`src/rtl/alu_pkg.sv`:
```
// Shared encodings for the sequential ALU: operation codes and FSM states.
package alu_pkg;

  typedef enum logic [1:0] {
    FUNC_ADD = 2'b00,
    FUNC_SUB = 2'b01,
    FUNC_MUL = 2'b10,
    FUNC_DIV = 2'b11
  } func_e;

  typedef enum logic [1:0] {
    ST_IDLE = 2'b00,
    ST_CALC = 2'b01,
    ST_DONE = 2'b10
  } state_e;

endpackage

```
`src/rtl/alu_iter_core.sv`:
```
// Iterative engine shared by multiply and divide: one 2*WIDTH-bit
// accumulator/shift register, one operand register and a step counter.
// Multiply: p = {upper accumulator, multiplier}, m = multiplicand.
// Divide:   p = {remainder, dividend/quotient},  m = divisor.
// After load the core runs exactly WIDTH steps, then raises last and holds.
module alu_iter_core #(
  parameter int WIDTH = 6
) (
  input  logic               clk,
  input  logic               rst_n,
  input  logic               load,
  input  logic               mode,    // 0 = multiply, 1 = divide
  input  logic [WIDTH-1:0]   a,
  input  logic [WIDTH-1:0]   b,
  output logic               last,
  output logic [2*WIDTH-1:0] result
);

  localparam int CW = $clog2(WIDTH + 1);

  logic [2*WIDTH-1:0] p;
  logic [2*WIDTH-1:0] p_next;
  logic [WIDTH-1:0]   m;
  logic               mode_q;
  logic [CW-1:0]      cnt;
  logic [WIDTH:0]     mul_sum;
  logic [WIDTH:0]     div_shift;
  logic [WIDTH:0]     div_trial;

  // One iteration step: shift-add for multiply, restoring subtract for divide.
  // NOTE: every combinational output gets a default before any branch so no latch is inferred.
  always_comb begin
    mul_sum   = {1'b0, p[2*WIDTH-1:WIDTH]} + (p[0] ? {1'b0, m} : '0);
    div_shift = p[2*WIDTH-1:WIDTH-1];
    div_trial = div_shift - {1'b0, m};
    p_next    = {mul_sum, p[WIDTH-1:1]};
    if (mode_q) begin
      // A borrow out of the trial subtract means the divisor did not fit:
      // keep the shifted remainder and shift in a 0 quotient bit.
      if (div_trial[WIDTH]) p_next = {div_shift[WIDTH-1:0], p[WIDTH-2:0], 1'b0};
      else                  p_next = {div_trial[WIDTH-1:0], p[WIDTH-2:0], 1'b1};
    end
  end

  assign last   = (cnt == CW'(WIDTH));
  assign result = p;

  // Load operands on request, otherwise step until WIDTH iterations are done.
  // NOTE: sequential state is updated with non-blocking assignments only.
  always_ff @(posedge clk or negedge rst_n) begin
    if (!rst_n) begin
      p      <= '0;
      m      <= '0;
      mode_q <= 1'b0;
      cnt    <= '0;
    end else if (load) begin
      p      <= mode ? {{WIDTH{1'b0}}, a} : {{WIDTH{1'b0}}, b};
      m      <= mode ? b : a;
      mode_q <= mode;
      cnt    <= '0;
    end else if (!last) begin
      p      <= p_next;
      cnt    <= cnt + 1'b1;
    end
  end

endmodule

```
`src/rtl/alu_seq.sv`:
```
// Multi-cycle unsigned ALU with start/done handshake. Add/sub and
// divide-by-zero resolve in one CALC cycle; mul/div wait for the iterative
// core. out/ovf only change in DONE and hold until the next result.
module alu_seq
  import alu_pkg::*;
#(
  parameter int WIDTH = 6
) (
  input  logic               clk,
  input  logic               rst_n,
  input  logic               start,
  input  logic [WIDTH-1:0]   a,
  input  logic [WIDTH-1:0]   b,
  input  logic [1:0]         func,
  output logic               busy,
  output logic               done,
  output logic [2*WIDTH-1:0] out,
  output logic               ovf
);

  state_e             state;
  state_e             state_next;
  logic [WIDTH-1:0]   a_q;
  logic [WIDTH-1:0]   b_q;
  func_e              func_q;
  logic               accept;
  logic               iter_wait;
  logic               core_last;
  logic [2*WIDTH-1:0] core_result;
  logic [WIDTH:0]     add_res;
  logic [WIDTH:0]     sub_res;
  logic [2*WIDTH-1:0] res_next;
  logic               ovf_next;

  assign accept    = (state == ST_IDLE) && start;
  assign busy      = (state != ST_IDLE);
  // Multiply always iterates; divide iterates unless the divisor is zero.
  assign iter_wait = (func_q == FUNC_MUL) || ((func_q == FUNC_DIV) && (b_q != '0));

  // The core loads straight from the ports on the accept edge, so its first
  // step lands on the first CALC edge.
  alu_iter_core #(.WIDTH(WIDTH)) u_core (
    .clk    (clk),
    .rst_n  (rst_n),
    .load   (accept),
    .mode   (func_e'(func) == FUNC_DIV),
    .a      (a),
    .b      (b),
    .last   (core_last),
    .result (core_result)
  );

  // State register.
  always_ff @(posedge clk or negedge rst_n) begin
    if (!rst_n) state <= ST_IDLE;
    else        state <= state_next;
  end

  // Next-state logic: IDLE -> CALC -> DONE -> IDLE.
  always_comb begin
    state_next = state;
    case (state)
      ST_IDLE: if (start) state_next = ST_CALC;
      ST_CALC: if (!iter_wait || core_last) state_next = ST_DONE;
      ST_DONE: state_next = ST_IDLE;
      default: state_next = ST_IDLE;
    endcase
  end

  // Operand latches: captured only on accept, so later input changes are ignored.
  always_ff @(posedge clk or negedge rst_n) begin
    if (!rst_n) begin
      a_q    <= '0;
      b_q    <= '0;
      func_q <= FUNC_ADD;
    end else if (accept) begin
      a_q    <= a;
      b_q    <= b;
      func_q <= func_e'(func);
    end
  end

  // Result selection per operation, including flag derivation.
  always_comb begin
    add_res  = {1'b0, a_q} + {1'b0, b_q};
    sub_res  = {1'b0, a_q} - {1'b0, b_q};
    res_next = '0;
    ovf_next = 1'b0;
    case (func_q)
      FUNC_ADD: begin
        res_next = {{(WIDTH-1){1'b0}}, add_res};
        ovf_next = add_res[WIDTH];
      end
      FUNC_SUB: begin
        res_next = {{WIDTH{1'b0}}, sub_res[WIDTH-1:0]};
        ovf_next = sub_res[WIDTH];
      end
      FUNC_MUL: begin
        res_next = core_result;
        ovf_next = |core_result[2*WIDTH-1:WIDTH];
      end
      FUNC_DIV: begin
        if (b_q == '0) begin
          res_next = {a_q, {WIDTH{1'b1}}};
          ovf_next = 1'b1;
        end else begin
          res_next = core_result;
        end
      end
      default: ;
    endcase
  end

  // Output registers: update and pulse done only while in DONE.
  always_ff @(posedge clk or negedge rst_n) begin
    if (!rst_n) begin
      out  <= '0;
      ovf  <= 1'b0;
      done <= 1'b0;
    end else begin
      done <= (state == ST_DONE);
      if (state == ST_DONE) begin
        out <= res_next;
        ovf <= ovf_next;
      end
    end
  end

endmodule

```
`config.mk`:
```
export PLATFORM = sky130hd
export DESIGN_NAME = alu_seq
export DESIGN_NICKNAME = d
export VERILOG_FILES = /design/src/rtl/alu_pkg.sv /design/src/rtl/alu_iter_core.sv /design/src/rtl/alu_seq.sv
export SDC_FILE = /design/constraint.sdc
export NUM_CORES = 1
export LEC_CHECK = 0
export ABC_CLOCK_PERIOD_IN_PS = 6880
export BUFFER_PORTS_ARGS = -buffer_cell sky130_fd_sc_hd__buf_2
export CORE_MARGIN = 5
export CORE_UTILIZATION = 43
export CTS_CLUSTER_DIAMETER = 50
export DETAILED_ROUTE_END_ITERATION = 10
export PLACE_DENSITY = 0.72
export SLEW_MARGIN = 20
export SYNTH_ARGS = -nofsm -noshare
export SYNTH_HDL_FRONTEND = slang
export SYNTH_SLANG_ARGS = --single-unit
```
`constraint.sdc`:
```
create_clock -name clk -period 6.88 [get_ports clk]
set_input_delay 1.376 -clock clk [delete_from_list [all_inputs] [get_ports clk]]
set_output_delay 1.376 -clock clk [all_outputs]
set_load 0.05 [all_outputs]
```
==> results of run 1 <==
-- registers in the layout (all words and copies together), names as in the netlist --
name and flops:
out 12, u_core.result 12, a_q 6, b_q 6, u_core.m 6, u_core.cnt 3
func_q 2, state 2, done 1, ovf 1, u_core.mode_q 1
-- cell families (layout without fill, tap and decap cells) --
group | Yosys count | after routing | share of synthesized area [%]
flip-flops | 52 | 52 | 35.4
XOR/XNOR | 9 | 9 | 2.14
adder cells (fa/ha/maj) | 30 | 30 | 11.0
multiplexers | 29 | 29 | 8.03
AND/OR/NAND/NOR | 130 | 130 | 16.4
buffers and inverters | 51 | 73 | 5.44
AO/OA/AOI/OAI | 118 | 118 | 21.6
-- critical path: stages, from the launching register on --
cell,delay (ns)
dfrtp_1,0.44
inv_1,0.09
ha_1,0.17
inv_1,0.05
fa_1,0.40
a21o_1,0.24
a221oi_4,0.37
xnor2_1,0.39
mux2i_1,0.27
a31oi_1,0.09
-- final cells by class --
cell class | count | area share, %
sequential | 52 | 32.0
timing repair buffer | 33 | 4.19
multi-input combinational | 316 | 53.7
clock buffer | 5 | 1.69
tap | 105 | 3.23
inverter | 32 | 2.96
clock inverter | 3 | 2.22
-- power groups by stage --
| stage | Clock (mW) | Sequential [mW] | Combinational (mW) |
|---|---|---|---|
| after floorplan | 0 | 0.686 | 0.996 |
| after global placement | 0 | 0.629 | 1.33 |
| after detailed placement | 0 | 0.634 | 1.38 |
| after CTS | 0.295 | 0.628 | 1.39 |
| after global routing | 0.305 | 0.655 | 1.56 |
| final | 0.290 | 0.631 | 1.39 |
-- Yosys cell counts (all sizes together), types with 7 or more instances --
cell / count / area [µm²]
a211oi: 7 / 57.6
a21oi: 15 / 75.1
a31oi: 10 / 62.6
and2: 9 / 56.3
clkbuf: 17 / 63.8
dfrtp: 52 / 1300
ha: 26 / 325
inv: 32 / 120
mux2i: 25 / 250
nand2: 59 / 221
nand3: 8 / 40.0
nor2: 20 / 75.1
o211ai: 7 / 52.6
o21ai: 46 / 230
-- metrics by stage --
| step | hold slack, ns | area (µm²) | worst slack [ns] | util [%] | instances |
|---|---|---|---|---|---|
| after floorplan | 0.435 | 3680 | 4.51 | - | 419 |
| after CTS | 0.480 | 4060 | 4.22 | 49.2 | 546 |
| after global routing | 0.488 | 4060 | 4.06 | 49.2 | 546 |
| after detailed placement | 0.474 | 3900 | 4.24 | 47.3 | 538 |
| after global placement | 0.457 | 3900 | 4.32 | 47.3 | 538 |
| final | 0.477 | 4060 | 4.21 | 49.2 | 546 |
-- per-layer routing --
metal	track usage, %	vias up	part of all wire [%]
met5	0	-	0
met4	6.16	0	1.6
met2	29.7	87	46
met3	2.57	14	6.2
li1	-	1531	-
met1	26.9	1532	46
-- path summary, 6_finish.rpt --
path                               endpoint  slack, ns  cells past startpoint
min reg2reg                        state[0]       0.48                      1
max reg2reg                u_core.result[9]       4.21                      9
min                                state[0]       0.48                      1
max                        u_core.result[9]       4.21                      9
min in group asynchronous            out[8]       1.17                      2
max in group asynchronous  u_core.result[3]       5.23                      2
==> results.yml, run 1 <==
critical_path:
  cp_max_fo: 5
  critical_path_required_ns: 7.05
  crit_type: "flip-flop to flip-flop"
  r2r-start: "u_core.result[5]"
  critical_path_arrival_ns: 2.85
  startpoint: "u_core.result[5]"
  end_kind: "flip-flop"
  cp-start-kind: "flip-flop"
final_layout:
  n_antenna_cell: 0
  area_delta_synth_final_pct: 10.4
  fillers: 815
  num-nets-final: 487
  drive_gt1_share_pct: 12.7
  final_common_cell: "nand2_1"
  regArea_um2: 1300
  multi_input_area_um2: 2180
  layout_common_cells: "nand2_1 (59), dfrtp_1 (52), o21ai_0 (46)"
power_and_ir_drop:
  seqPwrFrac_pct: 27.4
  p_per_area_nw_per_um2: 568
  p_leak_nw: 1.92
  power_frac_comb_pct: 60.1
  vdd_ir_drop_max_uv: 181
  power_mw: 2.31
  switching_share_pct: 49.0
  power.switching_mw: 1.13
  internal_power_mw: 1.18
  clockPowerShare_pct: 12.6
yosys:
  synthCells: 419
  synth_edf_count: 0
  syn_area_per_cell_um2: 8.78
  syn-num-nets: 466
  synthFlopType: "dfrtp_1"
  seq_area_frac_synth_pct: 35.4
  ys_types: 54
  syn-cell-area_um2: 3680
  yosys_register_bits: 52
  async_reset_ff_share_pct: 100
  yosys_warnings: 0
placement:
  place_hpwl_um: 6940
  io_buffers: 31
  place.gp.congestion: 0.882
run:
  max_cap_violations: 0
floorplan:
  initial_core_util_pct: 44.5
  die_w_um: 102
  die-area_um2: 10500
  coreArea_um2: 8260
  fp-row-count: 33
  dieHeight_um: 102
  io_pins: 32
clock_network:
  worstSkewPairLatency_ns: 0.32
  ctsHtreeMaxLevel: 2
  clockBufferDepth: 2
  hold_buffers: 0
  numCtsBuffers: 5
  path_clk_slew_ns: 0.11
  cts_tree: "done"
  cts_setup_buffers: 0
  cts_resized: 0
  root_buffer: "clkbuf_8"
  clock_sinks: 52
detailed_routing:
  routed_wl_um: 9240
  ant_nets: 0
  first_iter_violations: 192
  vias: 3164
  vias_per_cell: 5.79
  drc: 0
  avgRoutedWirePerCell_um: 16.9
  firstDrtPassIters: 4
global_route:
  gr-usage-all-layers_pct: 18.9
  grt_pass1_wl_um: 15700
  grt_max_degree: 53
  grt_antenna_before_repair: 0
  gr-total-overflow: 0
  grt_pass1_vias: 3252
sta:
  skew_ns: 0.0157
  max_freq_mhz: 374
  period_share_pct: 38.8
  fin_crit_ns: 2.67
  hold_violations: 0
  tightest_slew_ns: 0.922
  relSlewSlack_pct: 38.4
  rsz0062_at_grt: "false"
  tns_ns: 0
  setup_viol: 0
  final_max_slew_viol_count: 0
outcome:
  status: "finished, final reports clean"
min_path:
  hp-start: "state[1]"
  hold_path_class: "flip-flop to flip-flop"
Power figures use the tool's default switching activity.
==> run 2, diff against run 1 <==
--- a/config.mk
+++ b/config.mk
@@ -5,13 +5,13 @@
 export SDC_FILE = /design/constraint.sdc
 export NUM_CORES = 1
 export LEC_CHECK = 0
-export ABC_CLOCK_PERIOD_IN_PS = 6880
+export ABC_CLOCK_PERIOD_IN_PS = 2100
 export BUFFER_PORTS_ARGS = -buffer_cell sky130_fd_sc_hd__buf_2
 export CORE_MARGIN = 5
 export CORE_UTILIZATION = 43
 export CTS_CLUSTER_DIAMETER = 50
 export DETAILED_ROUTE_END_ITERATION = 10
-export PLACE_DENSITY = 0.72
+export PLACE_DENSITY = 0.74
 export SLEW_MARGIN = 20
 export SYNTH_ARGS = -nofsm -noshare
 export SYNTH_HDL_FRONTEND = slang
==> constraint.sdc (replaced) <==
create_clock -name clk -period 2.1 [get_ports clk]
set_input_delay 0.42 -clock clk [delete_from_list [all_inputs] [get_ports clk]]
set_output_delay 0.42 -clock clk [all_outputs]
set_load 0.05 [all_outputs]
==> run 2 against run 1 <==
Against the previous run: the run now ends with setup timing left; clock skew down 0.0090 ns; register-to-register slack worse by 4.5 ns; flip-flop and latch count unchanged; critical endpoint is now u_core.result[6]; largest power group unchanged; highest routed layer unchanged.
==> results.yml, run 2 (synthesis gave the netlist of run 1 again) <==
run:
  max_cap_violations: 0
clock_network:
  numCtsBuffers: 5
  path_clk_slew_ns: 0.09
  clock_sinks: 52
  worstSkewPairLatency_ns: 0.31
  cts_tree: "done"
  ctsHtreeMaxLevel: 2
  clockBufferDepth: 2
  root_buffer: "clkbuf_8"
placement:
  dp_cells: 574
  place.gp.congestion: 0.946
  place_hpwl_um: 7780
  io_buffers: 31
global_route:
  grt_antenna_before_repair: 0
  grt_max_degree: 36
  grt_pass1_vias: 3424
  gr-usage-all-layers_pct: 20.5
  gr-total-overflow: 0
  grt_pass1_wl_um: 16800
sta:
  skew_ns: 0.00668
  max_freq_mhz: 415
  worst_slack_ns: -0.311
  final_max_slew_viol_count: 0
  rsz0062_at_grt: "true"
  setup_viol: 7
  hold_violations: 0
  tns_ns: -1.65
  fin_crit_ns: 2.41
  tightest_slew_ns: 0.716
  period_share_pct: 115
  relSlewSlack_pct: 52.3
detailed_routing:
  vias: 3418
  ant_nets: 0
  avgRoutedWirePerCell_um: 17.3
  routed_wl_um: 10200
  firstDrtPassIters: 5
  vias_per_cell: 5.81
  drc: 0
  first_iter_violations: 391
critical_path:
  crit_type: "flip-flop to flip-flop"
  critical_path_required_ns: 2.30
  cp-start-kind: "flip-flop"
  end_kind: "flip-flop"
  critical_path_arrival_ns: 2.61
  cp_max_fo: 3
outcome:
  failed_checks: "setup timing"
  status: "complete, but fails checks"
final_layout:
  num-nets-final: 529
  n_antenna_cell: 0
  fin_cells: 588
  drive_gt1_share_pct: 22.6
  final_common_cell: "nand2_1"
  layout_common_cells: "nand2_1 (59), dfrtp_1 (51), o21ai_0 (45)"
  area_delta_synth_final_pct: 19.1
min_path:
  hold_path_class: "input port to asynchronous set/reset pin"
power_and_ir_drop:
  vdd_ir_drop_max_uv: 921
  p_leak_nw: 2.11
  power_mw: 8.11
  p_per_area_nw_per_um2: 1850
floorplan:
  io_pins: 32
  die_w_um: 102
  fp-row-count: 33
  die-area_um2: 10500
  dieHeight_um: 102
  coreArea_um2: 8260
  initial_core_util_pct: 44.5
[run 2: cell types whose count changed in the layout (fill, tap and decap cells not counted), sizes merged]
| cell | before | now |
|---|---|---|
| bufinv | 3 | 0 |
| buf | 33 | 75 |
| clkinv | 0 | 1 |
| clkbuf | 5 | 7 |
[run 2: worst max-delay path, cell delays in order (launching register included)]
cell and delay [ns]:
dfrtp_1 0.40, inv_2 0.08, ha_4 0.13, inv_2 0.04, fa_2 0.34, a21o_1 0.23
a221oi_4 0.34, buf_6 0.17, mux2_4 0.30, a221oi_2 0.21, nor3_1 0.06
[run 2: layer usage]
metal	global-route usage, %	part of all wire [%]	vias to the layer above	wire length [µm]
met5	0	0	-	0
met4	6.86	3.0	0	306
met3	3.59	7.1	31	719
met2	33.3	46	140	4670
met1	27.7	44	1634	4490
li1	-	-	1613	-
[run 2: where the power goes]
group | leakage [nW] | internal, mW | switching [mW] | total [mW]
clock network | 0.0424 | 0.239 | 0.337 | 0.576
registers | 0.649 | 1.47 | 0.461 | 1.93
logic | 1.42 | 2.38 | 3.22 | 5.60
[run 2: repair_timing]
action	CTS	global route
hold buffers	0	0
setup endpoints to repair	7	12
resized for setup	3	11
pin swaps	4	6
endpoints found under the hold margin	0	0
buffers inserted	4	4
[run 2: per-stage QoR]
step | instance area [µm²] | utilization, % | worst slack, ns | hold WS [ns]
2_1_floorplan | 3690 | - | -0.204 | 0.124
3_3_place_gp | 4200 | 50.8 | -0.183 | 0.452
3_5_place_dp | 4200 | 50.8 | -0.315 | 0.465
4_1_cts | 4310 | 52.2 | -0.286 | 0.179
5_1_grt | 4380 | 53.0 | -0.393 | 0.204
6_report | 4380 | 53.0 | -0.311 | 0.147
[run 2: final timing paths]
path / from / end / slack (ns) / depth (start not counted)
max reg2reg: u_core.result[5] / u_core.result[6] / -0.31 / 10
min reg2reg: state[1] / state[0] / 0.48 / 1
max in group asynchronous: rst_n / a_q[1] / 1.29 / 2
max: u_core.result[5] / u_core.result[6] / -0.31 / 10
min: rst_n / u_core.cnt[0] / 0.15 / 1
min in group clk: a[3] / a_q[3] / 0.33 / 3
[run 2: cell type report]
type / count / area, µm²
fillers: 775 / 3880
clock inverters: 1 / 8.76
flip-flops and latches: 52 / 1300
clock buffers: 7 / 76.3
well taps: 105 / 131
inverters: 32 / 120
multi-input cells: 316 / 2240
repair buffers: 75 / 502
